<file path="src/rtl/fetch_pkg.sv">
// Shared fetch-stage constants: candidate source indices, the default reset
// address and the redirect-buffer state type.
package fetch_pkg;

    localparam int SRC_SEQ    = 0;
    localparam int SRC_BRANCH = 1;
    localparam int SRC_JUMP   = 2;
    localparam int SRC_EXC    = 3;

    localparam int DEFAULT_RESET_ADDR = 0;

    typedef enum logic {
        IDLE    = 1'b0,
        PENDING = 1'b1
    } pend_state_e;

endpackage : fetch_pkg

</file>
<file path="src/rtl/mux_nto1.sv">
// Combinational N-to-1 selector over a packed candidate bus.
// Out-of-range indices fall back to the sequential source.
module mux_nto1
    import fetch_pkg::*;
#(
    parameter int bus_size = 10,
    parameter int N_SRC    = 4,
    localparam int SEL_W   = $clog2(N_SRC)
) (
    input  logic [N_SRC*bus_size-1:0] in_bus,
    input  logic [SEL_W-1:0]          idx,
    output logic [bus_size-1:0]       out
);

    always_comb begin
        // NOTE: every always_comb output gets a default before any branch, so no latch is inferred.
        out = in_bus[SRC_SEQ*bus_size +: bus_size];
        for (int k = 1; k < N_SRC; k++) begin
            if (idx == SEL_W'(k)) begin
                out = in_bus[k*bus_size +: bus_size];
            end
        end
    end

endmodule : mux_nto1

</file>
<file path="src/rtl/pc_sel_mux_reg.sv">
// Registered next-fetch-address selector with stall hold. Define
// PC_SEL_PENDING_EN to buffer redirect requests that arrive during a stall.
module pc_sel_mux_reg
    import fetch_pkg::*;
#(
    parameter int                 bus_size   = 10,
    parameter int                 N_SRC      = 4,
    parameter logic [bus_size-1:0] RESET_ADDR = bus_size'(DEFAULT_RESET_ADDR),
    localparam int                SEL_W      = $clog2(N_SRC)
) (
    input  logic                      clk,
    input  logic                      reset,
    input  logic [N_SRC*bus_size-1:0] in_bus,
    input  logic [SEL_W-1:0]          sel,
    input  logic                      sel_valid,
    input  logic                      stall,
    output logic [bus_size-1:0]       out,
    output logic                      redirect_pending
);

    logic                sel_legal;
    logic [SEL_W-1:0]    src_idx;
    logic [bus_size-1:0] mux_out;

    // An illegal index behaves as a sequential fetch and is never buffered.
    assign sel_legal = ({1'b0, sel} < (SEL_W+1)'(N_SRC));

`ifdef PC_SEL_PENDING_EN
    pend_state_e      state_q, state_d;
    logic [SEL_W-1:0] pend_idx_q, pend_idx_d;

    always_ff @(posedge clk) begin
        // NOTE: sequential state uses non-blocking assignments so all registers update together.
        if (reset) begin
            state_q    <= IDLE;
            pend_idx_q <= '0;
        end else begin
            state_q    <= state_d;
            pend_idx_q <= pend_idx_d;
        end
    end

    // Last request within a stall wins; any non-stall edge drains the buffer.
    always_comb begin
        state_d    = state_q;
        pend_idx_d = pend_idx_q;
        if (!stall) begin
            state_d = IDLE;
        end else if (sel_valid && sel_legal) begin
            state_d    = PENDING;
            pend_idx_d = sel;
        end
    end

    assign redirect_pending = (state_q == PENDING);

    // A live request beats a buffered one, even when the live index is illegal.
    always_comb begin
        src_idx = SEL_W'(SRC_SEQ);
        if (sel_valid) begin
            if (sel_legal) src_idx = sel;
        end else if (state_q == PENDING) begin
            src_idx = pend_idx_q;
        end
    end
`else
    always_comb begin
        src_idx = SEL_W'(SRC_SEQ);
        if (sel_valid && sel_legal) src_idx = sel;
    end

    assign redirect_pending = 1'b0;
`endif

    mux_nto1 #(
        .bus_size (bus_size),
        .N_SRC    (N_SRC)
    ) u_mux (
        .in_bus (in_bus),
        .idx    (src_idx),
        .out    (mux_out)
    );

    always_ff @(posedge clk) begin
        if (reset) begin
            out <= RESET_ADDR;
        end else if (!stall) begin
            out <= mux_out;
        end
    end

endmodule : pc_sel_mux_reg

</file>
<file path="config.mk">
export PLATFORM = sky130hd
export DESIGN_NAME = pc_sel_mux_reg
export DESIGN_NICKNAME = d
export VERILOG_FILES = /design/src/rtl/fetch_pkg.sv /design/src/rtl/mux_nto1.sv /design/src/rtl/pc_sel_mux_reg.sv
export SDC_FILE = /design/constraint.sdc
export NUM_CORES = 1
export LEC_CHECK = 0
export CELL_PAD_IN_SITES_DETAIL_PLACEMENT = 2
export CELL_PAD_IN_SITES_GLOBAL_PLACEMENT = 2
export CORE_UTILIZATION = 17
export CTS_CLUSTER_DIAMETER = 40
export DETAILED_ROUTE_END_ITERATION = 16
export GPL_ROUTABILITY_DRIVEN = 0
export MAX_ROUTING_LAYER = met4
export PLACE_DENSITY = 0.86
export SLEW_MARGIN = 20
export SYNTH_ARGS = -nofsm -noshare
export SYNTH_HDL_FRONTEND = slang
export SYNTH_HIERARCHICAL = 1
export SYNTH_SLANG_ARGS = --single-unit
</file>
<file path="constraint.sdc">
create_clock -name clk -period 3.06 [get_ports clk]
set_input_delay 0.306 -clock clk [delete_from_list [all_inputs] [get_ports clk]]
set_output_delay 0.306 -clock clk [all_outputs]
set_load 0.05 [all_outputs]
</file>
==> results_dict.tcl <==
set metrics [dict create \
    outcome "finished, final reports clean" \
    maxCapViolCount 0 \
    finalCriticalPeriod_ns 1.90 \
    postSynthRegisterBits 10 \
    syn2layout_area_growth_pct 99.2 \
    cts-resized-gates 0 \
    top_regs "out (10)" \
    grt_pass1_wl_um 3190 \
    nNetsFinal 150 \
    ctsRootBufferMaster "clkbuf_4" \
    simple_gate_portion_of_the_synthesized_area_pct 8.10 \
    fp.dieArea_um2 3880 \
    synth.largest_area_cell "mux4_2" \
    timing.rr.start "out[7]" \
    critPathKind "in2reg" \
    hpwl_um 1690 \
    antenna_found_initial 0 \
    n_fill_cell 381 \
    clock_latency_late_sink_ns 0.27 \
    clk_skew_ns 0 \
    dominant_combinational_cell_family_by_area_after_synthesis "multiplexers" \
    postCtsSetupRepairBufs 0 \
    layout.area.seq_um2 200 \
    register_to_register_setup_slack_ns 2.42 \
    final.setup.tns_ns 0 \
    dr.pass1.iters 4 \
    layout.cells.most_common_list "clkdlybuf4s50_1, mux2i_1, nor2_1, dfxtp_1, mux4_2" \
    number_of_global_route_vias_before_repair 739 \
    initial_core_util_pct 18.1 \
    grtUsageTotal_pct 11.2 \
    synthMuxAreaShare_pct 52.6 \
    detail_route.iter0.violations 15 \
    clk_pin_slew_worst_paths_ns 0.07 \
    clock-sinks 10 \
    synth_area_um2 618 \
    cts_inserted_buffers 3 \
    top_ports 57 \
    rsz_0062_raised_after_global_routing "false" \
    synth_largest_type_area_fraction_pct 36.4 \
    pin_count_of_the_biggest_net_entering_global_routing 11 \
    dp_slack_ns 0.814 \
    cts-hold-fix-buffers 0 \
    final_critical_path_setup_slack_ns 1.16 \
    final-max-slew-violation-count 0 \
    critPathLaunchType "input port" \
    hold_end "out[6]" \
    most_flops_register "out" \
    count_of_antenna_diodes_in_the_layout 0 \
    post_synth.cell_area_avg_um2 12.9 \
    required_time_at_the_endpoint_of_the_critical_path_ns 3.20 \
    max_clock_freq_ghz 0.525 \
    synth_cell_types 10 \
    worstPathArrival_ns 2.05 \
    cts.htree.levels 1 \
    worst_hold_path.num_cells 2 \
    synth-seq-area-share_pct 32.4 \
    ys_warn_count 6 \
    cp-end-kind "flop" \
    min_from "out[6]" \
    static_power_due_to_leakage_nw 0.463 \
    avgViaCountPerCell 4.09 \
    yosys.area_share.xor_xnor_pct 0 \
    setup_viol 0 \
    crit_path_max_fanout 6 \
    final_layout_size_suffix_gt1_share_pct 14.6 \
    worst_slew_pin_slew_ns 0.614 \
    ff2ff_path_depth 2 \
    timing_hold_violations_final 0 \
    synth_fa_ha_area_share_pct 0 \
    share_of_the_synthesized_area_in_compound_gates_ao_oa_aoi_oai_pct 0 \
    wl_per_cell_um 13.2 \
    postSynthNetCount 94 \
    worstReg2RegEnd "out[7]" \
    number_of_flip_flops_in_the_largest_register 10 \
    synthTopCellsByArea "mux4_2, dfxtp_1, mux2i_1, nor2_1, buf_6" \
    slew-limit-headroom_pct 58.9 \
    hp_class "reg2reg" \
    routed-via-count 609 \
    core-area_um2 3420 \
    syn_inst 48 \
    die_y_um 62.3 \
    cts_buffer_depth 2 \
    tritoncts "done" \
    final_antenna_net_count 0 \
    most_common_cell_after_layout_fill_and_taps_aside "clkdlybuf4s50_1" \
    grt_overflow 0 \
    finalCritPeriodShare_pct 62.2 \
    total_length_of_routed_wires_um 1970 \
    drt_drc_violations_left 0 \
    power.density_nw_per_um2 354 \
    port_buffers 55 \
    ir_drop_mv 0.0978 \
    timing.critical_path.from "sel_valid" \
    placement_rows 21 \
    multi_input_area_um2 379 \
    die_width_um 62.3 \
]
[synth_stat cells, drive strengths merged]
master  instances
conb            1
mux4           10
clkbuf          1
nor2           10
and2            2
buf             4
dfxtp          10
mux2i          10
[worst max-delay path by stage]
stage,end,depth (start not counted),slack (ns)
6_report,out[4],6,1.16
5_1_grt,out[7],6,1.01
4_1_cts,out[4],6,1.11
3_5_place_dp,out[4],6,0.81
3_3_place_gp,out[7],6,0.90
2_1_floorplan,out[0],5,1.68
[area by class of cell]
class                      count  area share, %
multi-input combinational     33           30.8
sequential                    10           16.3
clock buffer                   4           2.95
timing repair buffer          56           45.3
tap                           46           4.67
[logic make-up after synthesis]
logic type,Yosys count
muxes,20
DFF,10
buffers and inverters,5
and+or+nand+nor,12
other,1
[stage by stage]
step	total power, mW	instances	hold WS (ns)	area [um^2]	utilization [%]
detailed placement	0.318	145	0.496	1190	35.0
CTS	0.445	149	0.514	1230	36.0
global placement	0.314	145	0.477	1190	35.0
floorplan	0.236	48	0.616	618	-
finish	0.436	149	0.505	1230	36.0
global route	0.457	149	0.533	1230	36.0
[where the power goes]
part	internal (mW)	total, mW	switching [mW]	leakage [nW]
Sequential	0.140	0.145	0.00521	0.0826
Clock	0.0722	0.124	0.0518	0.0210
Combinational	0.0965	0.166	0.0698	0.360
Total	0.309	0.436	0.127	0.463
[metal layers]
metal | wire length, um | track usage [%] | up-vias
li1 | - | - | 286
met4 | 20 | 5.23 | 0
met3 | 132 | 1.65 | 2
met1 | 647 | 10.3 | 285
met2 | 1170 | 22.1 | 36
met5 | 0 | - | -
[critical path, stage by stage]
cell and delay (ns):
clkdlybuf4s50_1 0.46, and2_1 0.30, buf_4 0.25, mux4_2 0.52
mux2i_1 0.16, nor2_1 0.06
Note: power is estimated with default switching activity, not from simulation.
